==> src/rtl/disp_pkg.sv <==
// Shared types and segment constants for the seven-segment scan driver.
// Segment encoding is active-high, bit0=a ... bit6=g.
package disp_pkg;

   typedef enum logic [1:0] {
      IDLE = 2'd0,
      LOAD = 2'd1,
      ON   = 2'd2,
      DEAD = 2'd3
   } state_e;

   localparam int NUM_DIGITS = 6;

   localparam logic [6:0] SEG_0    = 7'h3F;
   localparam logic [6:0] SEG_1    = 7'h06;
   localparam logic [6:0] SEG_2    = 7'h5B;
   localparam logic [6:0] SEG_3    = 7'h4F;
   localparam logic [6:0] SEG_4    = 7'h66;
   localparam logic [6:0] SEG_5    = 7'h6D;
   localparam logic [6:0] SEG_6    = 7'h7D;
   localparam logic [6:0] SEG_7    = 7'h07;
   localparam logic [6:0] SEG_8    = 7'h7F;
   localparam logic [6:0] SEG_9    = 7'h6F;
   localparam logic [6:0] SEG_DASH = 7'h40;
   localparam logic [6:0] SEG_OFF  = 7'h00;

endpackage

==> src/rtl/bcd_to_seg.sv <==
// Combinational BCD to seven-segment decoder; codes 10-15 show a dash.
module bcd_to_seg
   import disp_pkg::*;
(
   input  logic [3:0] i_bcd,
   output logic [6:0] o_seg
);

   always_comb begin
      o_seg = SEG_DASH;
      case (i_bcd)
         4'd0: o_seg = SEG_0;
         4'd1: o_seg = SEG_1;
         4'd2: o_seg = SEG_2;
         4'd3: o_seg = SEG_3;
         4'd4: o_seg = SEG_4;
         4'd5: o_seg = SEG_5;
         4'd6: o_seg = SEG_6;
         4'd7: o_seg = SEG_7;
         4'd8: o_seg = SEG_8;
         4'd9: o_seg = SEG_9;
         default: o_seg = SEG_DASH;
      endcase
   end

endmodule

==> src/rtl/seg_disp_scan.sv <==
// Six-digit multiplexed seven-segment scanner with per-frame digit snapshot and dead time.
// Optional macro DISP_LZB_EN blanks a leading zero in the hour tens digit.
module seg_disp_scan
   import disp_pkg::*;
#(
   parameter int SCAN_DIV = 3,
   parameter int DEAD_CYC = 1
) (
   input  logic       i_clk_disp,
   input  logic       i_rst_n,
   input  logic       i_en_disp,
   input  logic       i_err_disp,
   input  logic [3:0] i_sec_l,
   input  logic [3:0] i_sec_m,
   input  logic [3:0] i_min_l,
   input  logic [3:0] i_min_m,
   input  logic [3:0] i_hour_l,
   input  logic [3:0] i_hour_m,
   output logic [6:0] o_seg,
   output logic [5:0] o_dig_sel,
   output logic       o_frame_done
);

   localparam int SLOT_MAX = (SCAN_DIV > DEAD_CYC) ? SCAN_DIV : DEAD_CYC;
   localparam int CNT_W    = $clog2(SLOT_MAX + 1);
   localparam logic [CNT_W-1:0] ON_LAST   = CNT_W'(SCAN_DIV - 1);
   localparam logic [CNT_W-1:0] DEAD_LAST = CNT_W'((DEAD_CYC > 0) ? DEAD_CYC - 1 : 0);

   state_e                     state_q, state_d;
   logic [2:0]                 idx_q, idx_d;
   logic [CNT_W-1:0]           cnt_q, cnt_d;
   logic [NUM_DIGITS-1:0][3:0] shd_q, shd_d;
   logic                       err_q, err_d;
   logic [6:0]                 seg_q, seg_d;
   logic [5:0]                 sel_q, sel_d;
   logic                       done_q, done_d;
   logic                       adv;
   logic [3:0]                 cur_bcd;
   logic [6:0]                 cur_seg;

   // Losing the enable mid-frame takes priority over finishing the slot.
   always_comb begin
      state_d = state_q;
      idx_d   = idx_q;
      cnt_d   = '0;
      done_d  = 1'b0;
      adv     = 1'b0;
      case (state_q)
         IDLE: if (i_en_disp) state_d = LOAD;
         LOAD: begin
            state_d = ON;
            idx_d   = 3'd0;
         end
         ON: begin
            if (!i_en_disp) state_d = IDLE;
            else if (cnt_q == ON_LAST) begin
               if (DEAD_CYC > 0) state_d = DEAD;
               else              adv = 1'b1;
            end else cnt_d = cnt_q + 1'b1;
         end
         DEAD: begin
            if (!i_en_disp)              state_d = IDLE;
            else if (cnt_q == DEAD_LAST) adv = 1'b1;
            else                         cnt_d = cnt_q + 1'b1;
         end
         default: state_d = IDLE;
      endcase
      if (adv) begin
         if (idx_q < 3'd5) begin
            idx_d   = idx_q + 3'd1;
            state_d = ON;
         end else begin
            done_d  = 1'b1;
            state_d = i_en_disp ? LOAD : IDLE;
         end
      end
   end

   always_comb begin
      cur_bcd = 4'd0;
      for (int i = 0; i < NUM_DIGITS; i++) begin
         if (idx_d == 3'(i)) cur_bcd = shd_q[i];
      end
   end

   bcd_to_seg u_dec (
      .i_bcd (cur_bcd),
      .o_seg (cur_seg)
   );

   // Outputs are registered from the next state so they line up with it.
   always_comb begin
      shd_d = shd_q;
      err_d = err_q;
      seg_d = SEG_OFF;
      sel_d = '0;
      if (state_d == LOAD) begin
         shd_d = {i_hour_m, i_hour_l, i_min_m, i_min_l, i_sec_m, i_sec_l};
         err_d = i_err_disp;
      end
      if (state_d == ON) begin
         sel_d = 6'b1 << idx_d;
         seg_d = err_q ? SEG_DASH : cur_seg;
`ifdef DISP_LZB_EN
         if (!err_q && idx_d == 3'd5 && shd_q[5] == 4'd0) seg_d = SEG_OFF;
`else
`endif
      end
   end

   always_ff @(posedge i_clk_disp or negedge i_rst_n) begin
      if (!i_rst_n) begin
         state_q <= IDLE;
         idx_q   <= '0;
         cnt_q   <= '0;
         shd_q   <= '0;
         err_q   <= 1'b0;
         seg_q   <= SEG_OFF;
         sel_q   <= '0;
         done_q  <= 1'b0;
      end else begin
         state_q <= state_d;
         idx_q   <= idx_d;
         cnt_q   <= cnt_d;
         shd_q   <= shd_d;
         err_q   <= err_d;
         seg_q   <= seg_d;
         sel_q   <= sel_d;
         done_q  <= done_d;
      end
   end

   assign o_seg        = seg_q;
   assign o_dig_sel    = sel_q;
   assign o_frame_done = done_q;

endmodule

==> config.mk <==
export PLATFORM = sky130hd
export DESIGN_NAME = seg_disp_scan
export DESIGN_NICKNAME = d
export VERILOG_FILES = /design/src/rtl/disp_pkg.sv /design/src/rtl/bcd_to_seg.sv /design/src/rtl/seg_disp_scan.sv
export SDC_FILE = /design/constraint.sdc
export NUM_CORES = 1
export LEC_CHECK = 0
export ABC_AREA = 0
export BUFFER_PORTS_ARGS = -buffer_cell sky130_fd_sc_hd__buf_2
export CAP_MARGIN = 20
export CORE_MARGIN = 1
export CORE_UTILIZATION = 50
export DETAILED_ROUTE_END_ITERATION = 10
export GPL_TIMING_DRIVEN = 0
export PLACE_DENSITY = 0.72
export SLEW_MARGIN = 20
export SYNTH_ARGS = -nofsm -noshare
export SYNTH_HDL_FRONTEND = slang
export SYNTH_SLANG_ARGS = --single-unit
==> constraint.sdc <==
create_clock -name i_clk_disp -period 5.4 [get_ports i_clk_disp]
set_clock_uncertainty 0.05 [all_clocks]
set_input_delay 1.35 -clock i_clk_disp [delete_from_list [all_inputs] [get_ports i_clk_disp]]
set_output_delay 1.35 -clock i_clk_disp [all_outputs]
set_load 0.05 [all_outputs]
Yosys cells after proc, flatten, opt, wreduce, memory -nomap -nowiden --
Memories as Yosys holds them, arrays and structs flattened. Cells that the tools add are included.
Cells by class: add/sub/neg operators 2, $lt $le $gt $ge 1, eq/ne operators 11, shifts and indexed selects 1, mux-type cells 30, reductions and logical operators 3
Operators with widths (count):
- 4-bit 2-to-1 mux | 6
- 2-bit 2-to-1 mux | 10
- 7-bit 2-to-1 mux | 2
- 3-bit 2-to-1 mux | 3
- 2-bit == test (second input constant) | 4
- 2-bit one-hot mux with 4 select lines | 1
- 3-bit by 2-bit == test with 1-bit output (second input constant) | 2
- 3-bit == test (second input constant) | 2
- 1-bit 2-to-1 mux | 6
- 6-bit 2-to-1 mux | 1
- 1-bit by 3-bit << shifter with 6-bit output (first input constant) | 1
- 2-bit by 1-bit == test with 1-bit output (second input constant) | 2
- 2-bit logical NOT | 2
- 2-bit one-hot mux with 2 select lines | 1
- 3-bit by 1-bit adder with 3-bit output (second input constant) | 1
- 3-bit by 1-bit == test with 1-bit output (second input constant) | 1
- 3-bit logical NOT | 1
- 3-bit less-than comparator (second input constant) | 1
- 2-bit by 1-bit adder with 2-bit output (second input constant) | 1
Word-level totals: register bits 46, bits in read-only memories 112, input port bits 28, output and inout bits 14, memories 1
Memories:
- (no name shown) | words 16, bits a word 7, read ports 1, clocked after Yosys merged registers in 0, wr ports 0, line bcd_to_seg.sv:11 | case (i_bcd)

Logic depth before layout (Yosys ltp) --
An unclocked memory read counts as a cell.
word-level depth 15, depth in mapped cells 14

Modules after synthesis --
From an unflattened synthesis, not the netlist that was laid out.
Second synthesis, totals: cell total of the unflattened synthesis 224, area total of the unflattened synthesis 2479.9 µm²
By module, submodules not included:
- seg_disp_scan | times used 1, cells an instance 195, area an instance 2254.7 µm², sequential area each 1151.1 µm²
- bcd_to_seg | times used 1, cells an instance 29, area an instance 225.2 µm², sequential area each 0.0 µm²

Worst setup path before layout --
Ideal clock, no wire load.
path kind input -> register, start point input i_en_disp, end point register seg_q[3], in the netlist o_seg[3], data arrival time 3410 ps, data required time 5270 ps, slack 1861 ps, stages on the path 10, cell sequence and4_1 buf_4 a21oi_1 a31o_2 mux4_2 a21oi_2 inv_1 ha_1 mux2_2 o22ai_2
On the way: cells in the longest elaborated chain, start to end 13, elaborated cells on any way between the ends 26, classes of those cells 6 x eq/ne; 18 x mux; 1 x reduce/logical; 1 x memory
Ends and longest elaborated chain:
- start, declared | line seg_disp_scan.sv:11 | input logic i_en_disp,
- 1-bit 2-to-1 mux | line seg_disp_scan.sv:62 | if (!i_en_disp) state_d = IDLE;
- 1-bit 2-to-1 mux
- 3-bit 2-to-1 mux | line seg_disp_scan.sv:68 | if (adv) begin
- 3-bit logical NOT | line seg_disp_scan.sv:82 | if (idx_d == 3'(i)) cur_bcd = shd_q[i];
- 4-bit 2-to-1 mux (6 in series) | line seg_disp_scan.sv:82
- memory read 16 x 7 bit
- 7-bit 2-to-1 mux | line seg_disp_scan.sv:103 | seg_d = err_q ? SEG_DASH : cur_seg;
- 7-bit 2-to-1 mux (*) | line seg_disp_scan.sv:101 | if (state_d == ON) begin
- via seg_d[3] | line seg_disp_scan.sv:34 | logic [6:0] seg_q, seg_d;
- end signal, assigned | line seg_disp_scan.sv:127 | seg_q <= seg_d;
- end, declared | line seg_disp_scan.sv:34
Mark *: on every way through the listed nets, which the timed path passes. The rest lies on a longest branch. A chain may end at the register's enable or synchronous reset.

Worst setup path after layout --
Ends and elaborated chain as after synthesis.

==> impl_metrics.env <==
export IMPL_status="finished, violations left"
export IMPL_violations="design-rule violations"
export IMPL_htreeDepth=2
export IMPL_synth_warnings=0
export IMPL_crit_path_end_kind="register"
export IMPL_clk_latency_ns=0.30
export IMPL_placed_cells=298
export IMPL_grt_overflow=0
export IMPL_hold_buffers=0
export IMPL_syn_area_um2=2410
export IMPL_ant_nets=0
export IMPL_place_congestion=0.809
export IMPL_final_setup_tns_ns=0
export IMPL_area_growth_pct=14.6
export IMPL_final_hold_viol_count=0
export IMPL_cts_tree="done"
export IMPL_detail_route_first_pass_iterations=7
export IMPL_first_global_vias=1608
export IMPL_placed_area_um2=2680
export IMPL_rsz0062_at_grt="no"
export IMPL_yosysUniqueCellTypes=57
export IMPL_io_buffer_count=41
export IMPL_finalCritPeriodShare_pct=68.7
export IMPL_required_ns=5.58
export IMPL_crit_type="in2reg"
export IMPL_vias_per_cell=5.64
export IMPL_yosysSeqAreaShare_pct=47.8
export IMPL_clkTransAtPathRegs_ns=0.08
export IMPL_ir_drop_mv=0.323
export IMPL_syn_area_per_cell_um2=11.7
export IMPL_row_count=24
export IMPL_cap_violations=0
export IMPL_grt_pass1_wl_um=7800
export IMPL_hp_class="reg2reg"
export IMPL_total_leakage_power_nw=1.33
export IMPL_wire_per_inst_um=15.0
export IMPL_pwr_share_comb_pct=53.4
export IMPL_setup_viol=0
export IMPL_fin_crit_ns=3.71
export IMPL_max_slew_margin_pct=62.6
export IMPL_vias=1721
export IMPL_power_internal_uw=968
export IMPL_dieArea_um2=5100
export IMPL_clkPwrFrac_pct=12.3
export IMPL_fmax_mhz=270
export IMPL_synth_edf_count=0
export IMPL_seqPwrFrac_pct=34.3
export IMPL_power_density_nw_per_um2=593
export IMPL_core_area_um2=4500
export IMPL_antenna_found_initial=0
export IMPL_worst_setup_path_start_kind="input port"
export IMPL_grt_max_degree=47
export IMPL_worstMarginPinSlew_ns=0.562
export IMPL_io_pins=42
export IMPL_fin_area_um2=2760
export IMPL_die_h_um=71.4
export IMPL_drtIter0Drc=82
export IMPL_finalMaxSlewViolations=0
export IMPL_worst_ep_arrival_time_ns=3.89
export IMPL_drc=2
export IMPL_dpl_worst_slack_ns=1.41
export IMPL_drive_gt1_share_pct=39.5
export IMPL_hpwlAfterDp_um=3360
export IMPL_synth_seq_cells=46
export IMPL_numCtsBuffers=5
export IMPL_num_antenna_cells=0
export IMPL_fin_hold_ws_ns=0.463
export IMPL_fin_ws_ns=1.69
export IMPL_stdcell_count=305
export IMPL_post_cts_buffers=0
export IMPL_layout_common_cells="dfrtp_1, buf_2, mux2_2, inv_1, nor2_1"
export IMPL_dieWidth_um=71.4
export IMPL_start_util_pct=53.5
export IMPL_layout_commonest_cell="dfrtp_1"
export IMPL_switching_share_pct=40.9
export IMPL_track_usage_pct=20.3
export IMPL_syn_instance_count=205
export IMPL_final_nets=291
export IMPL_yosys_most_used_dff="dfrtp_1"
export IMPL_root_buffer="clkbuf_8"
export IMPL_async_flop_share_pct=100
export IMPL_ctsResizeCount=0
export IMPL_wirelength_um=4580
export IMPL_switchingPower_uw=669
export IMPL_clock_path_buffers=2
export IMPL_synth_nets=243
export IMPL_clock_sinks=46
export IMPL_critPathMaxFanout=8
state kept, by name (all words and copies together), names as in the netlist:
name          flops
o_frame_done      1
state_q           2
cnt_q             2
idx_q             3
err_q             1
o_dig_sel         6
shd_q            24
o_seg             7
power by group through the flow:
stage / clock network, mW / logic [mW] / registers [mW]
after floorplan: 0 / 0.619 / 0.646
after global placement: 0 / 0.859 / 0.563
after detailed placement: 0 / 0.876 / 0.568
after CTS: 0.210 / 0.879 / 0.561
after global routing: 0.224 / 0.961 / 0.577
final: 0.201 / 0.874 / 0.561
per-stage QoR:
step / total power [mW] / util, %
detailed placement: 1.44 / 59.5
global placement: 1.42 / 59.5
global route: 1.76 / 61.3
finish: 1.64 / 61.3
floorplan: 1.26 / -
CTS: 1.65 / 61.3
synth_stat cells, types with 3 or more instances:
master   number  area [µm²]
nor2_1       11        41.3
buf_2         3        15.0
dfrtp_1      46        1150
nor3_1        3        15.0
mux2_2       26         293
o22ai_1       4        25.0
o21ai_0       5        25.0
buf_6         3        33.8
nand2_1       7        26.3
mux2i_1       4        40.0
a21oi_1       8        40.0
buf_4         3        22.5
nand4_1       6        37.5
ha_1         10         125
nand3_1       5        25.0
inv_1        11        41.3
cell type report:
class / count / area, µm²
Fill cell: 408 / 1740
Sequential cell: 46 / 1150
Multi-Input combinational cell: 136 / 1130
Timing Repair Buffer: 41 / 208
Buffer: 11 / 78.8
Clock buffer: 6 / 72.6
Tap cell: 52 / 65.1
Inverter: 12 / 45.0
Clock inverter: 1 / 7.51
layer usage:
layer	part of all wire (%)	routed length, µm	GRT usage [%]	vias up
li1	-	-	-	836
met1	47	2160	28.3	837
met2	47	2140	30.2	39
met3	4.0	182	5.49	9
met4	2.0	93	8.22	0
met5	0	0	0	-
cell families after synthesis:
group / synth area share [%]
XOR/XNOR: 0.364
adder cells (fa/ha/maj): 5.19
AND/OR/NAND/NOR: 11.5
AO/OA/AOI/OAI: 14.0
multiplexers: 16.0
flip-flops: 47.8
buffers and inverters: 5.14
path summary, 6_finish.rpt:
check / start / endpoint / slack, ns / cells past startpoint
min in group asynchronous: i_rst_n / shd_q[18] / 0.98 / 1
worst max register to register: cnt_q[0] / o_seg[3] / 2.07 / 11
worst min-delay path: shd_q[5] / shd_q[5] / 0.46 / 1
worst min register to register: shd_q[5] / shd_q[5] / 0.46 / 1
max in group asynchronous: i_rst_n / o_seg[0] / 3.93 / 1
worst max-delay path: i_en_disp / o_seg[3] / 1.69 / 10
critical path, stage by stage:
cell and delay, ns:
buf_2 0.13, nand4_1 0.33, o211a_1 0.38, nor2_2 0.25, mux4_2 0.36, a21oi_2 0.31
inv_1 0.11, ha_1 0.30, mux2_2 0.28, o22ai_2 0.08
(Power assumes the default switching activity.)
